===== src/rtl/fxpsm_pkg.sv =====
// rtl/fxpsm_pkg.sv - shared state encoding and width/saturation helpers for the matmul array
package fxpsm_pkg;

   typedef enum logic [1:0] {
      ST_LOAD    = 2'd0,
      ST_COMPUTE = 2'd1,
      ST_OUTPUT  = 2'd2
   } state_t;

   // Accumulator width: exact product (2W) plus headroom for N terms
   function automatic int acc_width(input int n, input int w);
      return 2 * w + $clog2(n);
   endfunction

   // Largest representable sign-magnitude magnitude
   function automatic int sat_mag(input int w);
      return (1 << (w - 1)) - 1;
   endfunction

endpackage


===== src/rtl/fxpsm_mac_pe.sv =====
// rtl/fxpsm_mac_pe.sv - sign-magnitude multiply-accumulate cell with finalise to element format
module fxpsm_mac_pe
   import fxpsm_pkg::*;
#(
   parameter int N    = 3,
   parameter int W    = 8,
   parameter int FRAC = 3
) (
   input  logic         clk,
   input  logic         clr,
   input  logic         en,
   input  logic [W-1:0] a,
   input  logic [W-1:0] b,
   output logic [W-1:0] res
);

   localparam int AW = acc_width(N, W);
   localparam int PW = 2 * W - 2;
   localparam logic [W-2:0] SAT_M = (W-1)'(sat_mag(W));

   logic [PW-1:0] prod_mag;
   logic          prod_sign;
   logic [AW-1:0] prod_ext;
   logic [AW-1:0] acc;
   logic [AW-1:0] mag;
   logic [AW-1:0] shf;
   logic [W-2:0]  rmag;

   assign prod_mag  = PW'(a[W-2:0]) * PW'(b[W-2:0]);
   assign prod_sign = a[W-1] ^ b[W-1];
   assign prod_ext  = AW'(prod_mag);

   // Two's complement accumulation of the exact signed product
   always_ff @(posedge clk) begin
      if (clr) begin
         acc <= '0;
      end else if (en) begin
         acc <= prod_sign ? acc - prod_ext : acc + prod_ext;
      end
   end

   // Finalise: magnitude, truncating shift, saturate, and force zero to +0
   always_comb begin
      mag  = acc[AW-1] ? (~acc + AW'(1)) : acc;
      shf  = mag >> FRAC;
      rmag = (shf > AW'(SAT_M)) ? SAT_M : shf[W-2:0];
      res  = (rmag == '0) ? '0 : {acc[AW-1], rmag};
   end

endmodule


===== src/rtl/fxpsm_matmul_array.sv =====
// rtl/fxpsm_matmul_array.sv - NxN sign-magnitude fixed-point matrix multiplier with load/compute/output
module fxpsm_matmul_array
   import fxpsm_pkg::*;
#(
   parameter int N    = 3,
   parameter int W    = 8,
   parameter int FRAC = 3
) (
   input  logic         clk,
   input  logic         rstn,
   input  logic         in_valid,
   output logic         in_ready,
   input  logic         in_mat,
   input  logic         in_new_row,
   input  logic         in_mat_done,
   input  logic [W-1:0] in_data,
   output logic         out_valid,
   input  logic         out_ready,
   output logic         out_new_row,
   output logic         out_last,
   output logic [W-1:0] out_data
);

   localparam int PW = $clog2(N);
   localparam logic [PW-1:0] LAST = PW'(N - 1);

   state_t        state;
   logic [1:0]    ld;
   logic [1:0]    pad_all;
   logic [1:0]    beat_acc;
   logic [1:0]    pad_row;
   logic [1:0]    wr;
   logic [1:0]    last_pos;
   logic [1:0]    ld_next;
   logic [PW-1:0] row_ptr [2];
   logic [PW-1:0] col_ptr [2];
   logic [PW-1:0] k_ptr;
   logic [PW-1:0] orow;
   logic [PW-1:0] ocol;
   logic [W-1:0]  mem [2][N][N];
   logic [W-1:0]  res [N][N];
   logic          pe_clr;
   logic          pe_en;

   // A beat is refused while its matrix is full, tail-padding, or row-padding ahead of it
   assign in_ready = rstn && (state == ST_LOAD) && !ld[in_mat] && !pad_all[in_mat]
                     && !(in_new_row && (col_ptr[in_mat] != '0));

   // Per-matrix write decision: accepted beat, row pad, or tail pad
   always_comb begin
      beat_acc = '0;
      pad_row  = '0;
      wr       = '0;
      last_pos = '0;
      ld_next  = '0;
      for (int m = 0; m < 2; m++) begin
         beat_acc[m] = in_valid && in_ready && (in_mat == 1'(m));
         pad_row[m]  = (state == ST_LOAD) && in_valid && (in_mat == 1'(m)) && in_new_row
                       && (col_ptr[m] != '0) && !ld[m] && !pad_all[m];
         wr[m]       = beat_acc[m] || pad_row[m] || (pad_all[m] && (state == ST_LOAD));
         last_pos[m] = (row_ptr[m] == LAST) && (col_ptr[m] == LAST);
         ld_next[m]  = ld[m] || (wr[m] && last_pos[m]);
      end
   end

   // Operand buffers; every entry is rewritten on each load so no reset is needed
   always_ff @(posedge clk) begin
      for (int m = 0; m < 2; m++) begin
         if (wr[m]) begin
            mem[m][row_ptr[m]][col_ptr[m]] <= beat_acc[m] ? in_data : '0;
         end
      end
   end

   // Control FSM: load pointers/flags, compute step counter, output walk
   always_ff @(posedge clk) begin
      if (!rstn) begin
         state     <= ST_LOAD;
         ld        <= '0;
         pad_all   <= '0;
         row_ptr   <= '{default: '0};
         col_ptr   <= '{default: '0};
         k_ptr     <= '0;
         out_valid <= 1'b0;
         orow      <= '0;
         ocol      <= '0;
      end else begin
         case (state)
            ST_LOAD: begin
               for (int m = 0; m < 2; m++) begin
                  if (wr[m]) begin
                     if (col_ptr[m] == LAST) begin
                        col_ptr[m] <= '0;
                        row_ptr[m] <= (row_ptr[m] == LAST) ? '0 : row_ptr[m] + 1'b1;
                     end else begin
                        col_ptr[m] <= col_ptr[m] + 1'b1;
                     end
                     if (last_pos[m]) begin
                        pad_all[m] <= 1'b0;
                     end else if (beat_acc[m] && in_mat_done) begin
                        pad_all[m] <= 1'b1;
                     end
                  end
               end
               ld    <= ld_next;
               k_ptr <= '0;
               if (&ld_next) begin
                  state <= ST_COMPUTE;
               end
            end
            ST_COMPUTE: begin
               if (k_ptr == LAST) begin
                  state     <= ST_OUTPUT;
                  out_valid <= 1'b1;
                  orow      <= '0;
                  ocol      <= '0;
               end else begin
                  k_ptr <= k_ptr + 1'b1;
               end
            end
            ST_OUTPUT: begin
               if (out_ready) begin
                  if ((orow == LAST) && (ocol == LAST)) begin
                     state     <= ST_LOAD;
                     out_valid <= 1'b0;
                     ld        <= '0;
                  end else if (ocol == LAST) begin
                     ocol <= '0;
                     orow <= orow + 1'b1;
                  end else begin
                     ocol <= ocol + 1'b1;
                  end
               end
            end
            default: state <= ST_LOAD;
         endcase
      end
   end

   assign pe_clr = (state == ST_LOAD);
   assign pe_en  = (state == ST_COMPUTE);

   for (genvar gi = 0; gi < N; gi++) begin : g_row
      for (genvar gj = 0; gj < N; gj++) begin : g_col
         fxpsm_mac_pe #(.N(N), .W(W), .FRAC(FRAC)) u_pe (
            .clk (clk),
            .clr (pe_clr),
            .en  (pe_en),
            .a   (mem[0][gi][k_ptr]),
            .b   (mem[1][k_ptr][gj]),
            .res (res[gi][gj])
         );
      end
   end

   assign out_data    = out_valid ? res[orow][ocol] : '0;
   assign out_new_row = out_valid && (ocol == '0);
   assign out_last    = out_valid && (orow == LAST) && (ocol == LAST);

endmodule


===== config.mk =====
export PLATFORM = sky130hd
export DESIGN_NAME = fxpsm_matmul_array
export DESIGN_NICKNAME = d
export VERILOG_FILES = /design/src/rtl/fxpsm_pkg.sv /design/src/rtl/fxpsm_mac_pe.sv /design/src/rtl/fxpsm_matmul_array.sv
export SDC_FILE = /design/constraint.sdc
export NUM_CORES = 2
export LEC_CHECK = 0
export BUFFER_PORTS_ARGS = -buffer_cell sky130_fd_sc_hd__buf_4
export CAP_MARGIN = 30
export CORE_ASPECT_RATIO = 1.75
export CORE_UTILIZATION = 46
export DETAILED_ROUTE_END_ITERATION = 16
export GPL_ROUTABILITY_DRIVEN = 0
export PLACE_DENSITY = 0.7
export SYNTH_ARGS = -nofsm -noshare
export SYNTH_HDL_FRONTEND = slang
export SYNTH_SLANG_ARGS = --single-unit

===== constraint.sdc =====
create_clock -name clk -period 19 [get_ports clk]
set_input_delay 3.8 -clock clk [delete_from_list [all_inputs] [get_ports clk]]
set_output_delay 3.8 -clock clk [all_outputs]
set_load 0.1 [all_outputs]

==> results.cfg <==
[sta]
fin_skew_ps = 41.52
max_slew_margin_pct = 30.87
rsz0062_at_grt = no
hold_violations = 0
tns_ps = 0
setup_viol = 0
min_period_ps = 8998
clock.fmax_mhz = 111.1
fin_crit_sh_pct = 47.36
drv_slew = 0
whs_ps = 484.5
worst_pin_slew_ps = 1030

[clock_network]
clk_latency_ps = 590
clk_pin_slew_worst_paths_ps = 70
cts.sink_count = 327
post_cts_resized = 0
cts_buffers = 37
htree_num_levels = 2
cts_root_buf = clkbuf_16
clk_path_buf_depth = 3
post_cts_buffers = 0
hold_buffers = 0
cts_tree = yes

[critical_path]
cp-endpoint = g_row[1].g_col[2].u_pe.acc[17]
critPathKind = flop to flop
r2r_cells = 30
cp.required_ps = 19480
crit_slowest_cell = buf_4
setup.worst_path.end_class = flop
cp_common_cell = fa_1
crit_buf_inv = 5
cpPeakStageDelay_ps = 630
reg2reg_slack_ps = 10000
r2r-end = g_row[1].g_col[2].u_pe.acc[17]
critPathMaxFanout = 63
startpoint_type = flop
path_delay_family = adder cells
crit_start = k_ptr[1]
reg2reg_from = k_ptr[1]
path_depth = 30
arrival_ps = 9480

[die]
pin_count = 27
rows = 138
die_y_um = 380.7
start_util_pct = 46.54
die_w_um = 218.4
dieArea_mm2 = 0.08312
core-area_mm2 = 0.08098

[final_layout]
drive_gt1_share_pct = 5.619
final_area_mm2 = 0.04043
final_cell_mix = 608 x nor2_1, 452 x ha_1, 449 x nand2_1, 294 x o21ai_0, 281 x inv_1
n_fill_cell = 7577
syn2layout_area_growth_pct = 7.277
num-nets-final = 5184
multi_input_area_mm2 = 0.02811
layout_commonest_cell = nor2_1
regArea_mm2 = 0.007994

[hold_path]
hold_class = flop to flop

[power]
ir_drop_mv = 0.05453
p_leak_uw = 0.01793
p_per_area_mw_per_mm2 = 50.07
finalPower_uw = 2024

[synth]
yosysWarnings = 0
synth_cell_type_count = 86
synth_edf_count = 144
synth_flop_cell = dfxtp_1
async_flop_share_pct = 0
synthCells = 4521
ys_seq_area_share_pct = 21.19
yosys.area.top_type_share_pct = 15.01
syn_avg_cell_area_um2 = 8.336
yosys_register_bits = 327
syn_area_mm2 = 0.03769
syn-num-nets = 5213
yosysTopAreaCell = ha_1
synthTopCellsByArea = ha_1 15%, fa_1 12%, edfxtp_1 11%, dfxtp_1 9.7%, nor2_1 6.1%

[grt]
groute.usage.overall_pct = 26.34
grt_pass1_wl_mm = 172.6
grt.overflow.total = 0
first_global_vias = 32680
grt_max_degree = 68
antenna_found_initial = 3

[place]
placed_area_mm2 = 0.03920
place_hpwl_mm = 84.41
io_buffers = 26

[detailed_routing]
num_vias = 32810
drt-initial-drc-count = 1836
post_drt_wl_per_cell_um = 19.53
dr.pass1.iters = 6
routed_wl_mm = 108.8
post-route-drc-count = 0
routed_via_density = 5.887
ant_nets = 0

[flow_run]
cap_violations = 0

[outcome]
outcome = finished clean
## cell families (layout without fill, tap and decap cells)
logic type / count (synthesis) / count (layout) / share of synthesized area, %
AOI/OAI and AO/OA: 978 / 978 / 16.61
xor gates and xnor gates: 402 / 402 / 9.342
adders and majority gates: 677 / 677 / 26.96
buffers and inverters: 448 / 447 / 4.499
DFF: 327 / 327 / 21.19
muxes: 61 / 61 / 1.647
other: 0 / 3 / 0
and+or+nand+nor: 1628 / 1628 / 19.75
## report_power, final
part           switching [uW]  internal [uW]  leakage (uW)
Combinational             322            229        0.0145
Clock                     325            414      0.000601
Sequential               1.11            733       0.00285
Total                     648           1380        0.0179
## cell usage after synthesis, types with 25 or more instances
| master | number |
|---|---|
| nor4_1 | 30 |
| and2_1 | 34 |
| and3_1 | 25 |
| o31ai_1 | 55 |
| nor3_1 | 110 |
| or2_2 | 33 |
| dfxtp_1 | 183 |
| nor2b_1 | 49 |
| ha_1 | 452 |
| inv_1 | 281 |
| edfxtp_1 | 144 |
| nand2b_1 | 62 |
| nand2_1 | 450 |
| a21o_1 | 79 |
| or3_1 | 54 |
| o21a_1 | 27 |
| a211oi_1 | 33 |
| xor2_1 | 210 |
| o21ai_0 | 295 |
| mux2i_1 | 55 |
| nand3_1 | 79 |
| xnor2_1 | 192 |
| a21oi_1 | 231 |
| clkbuf_1 | 153 |
| a31oi_1 | 32 |
| nor2_1 | 609 |
| fa_1 | 225 |
## layer usage
metal / part of all wire [%] / GRT usage (%) / wire length (um)
met4: 7.8 / 18.66 / 8475
met2: 50 / 47.09 / 54780
met3: 5.1 / 3.018 / 5577
met1: 37 / 28.46 / 39980
met5: 0.016 / 0 / 17
## final cells by class
| type | count | area share (%) |
|---|---|---|
| tap | 1050 | 3.249 |
| clock inverter | 20 | 0.3776 |
| clock buffer | 47 | 2.637 |
| multi-input combinational | 3746 | 69.53 |
| antenna | 3 | 0.01857 |
| sequential | 327 | 19.77 |
| timing repair buffer | 98 | 1.795 |
| inverter | 282 | 2.618 |
## metrics by stage
stage / std cells / setup WS (ps) / utilization, %
after detailed placement: 5503 / 10030 / 48.41
after floorplan: 4521 / 9850 / -
after global placement: 5496 / 10160 / 48.36
after global routing: 5570 / 9353 / 49.92
after CTS: 5570 / 10010 / 49.92
final: 5573 / 10000 / 49.93
## state kept, by name, summed over array words and instances (netlist names)
register	count
k_ptr	2
row_ptr	4
pad_all	2
col_ptr	4
orow	2
mem	144
state	2
g_row.g_col.u_pe.acc	162
ocol	2
ld	2
out_valid	1
## worst reg2reg max path: cells and delay by family, from the launching register on
family                   cells  cell delay (ps)
adder cells (fa/ha/maj)      6             2910
AO/OA/AOI/OAI               10             2360
AND/OR/NAND/NOR              6             1530
buffers and inverters        5             1300
flip-flops                   1              310
multiplexers                 1              240
XOR/XNOR                     2              190
## worst min-delay path by stage
stage                             startpoint                             to  slack, ps  cells after the start
3_5_place_dp   g_row[1].g_col[1].u_pe.acc[2]  g_row[1].g_col[1].u_pe.acc[2]        480                      2
6_report       g_row[2].g_col[2].u_pe.acc[2]  g_row[2].g_col[2].u_pe.acc[2]        480                      2
4_1_cts        g_row[2].g_col[2].u_pe.acc[2]  g_row[2].g_col[2].u_pe.acc[2]        490                      2
2_1_floorplan  g_row[2].g_col[2].u_pe.acc[2]  g_row[2].g_col[2].u_pe.acc[2]        450                      2
3_3_place_gp   g_row[1].g_col[1].u_pe.acc[2]  g_row[1].g_col[1].u_pe.acc[2]        460                      2
5_1_grt        g_row[1].g_col[1].u_pe.acc[2]  g_row[1].g_col[1].u_pe.acc[2]        500                      2
No activity file was read; power rests on OpenSTA's default activity.
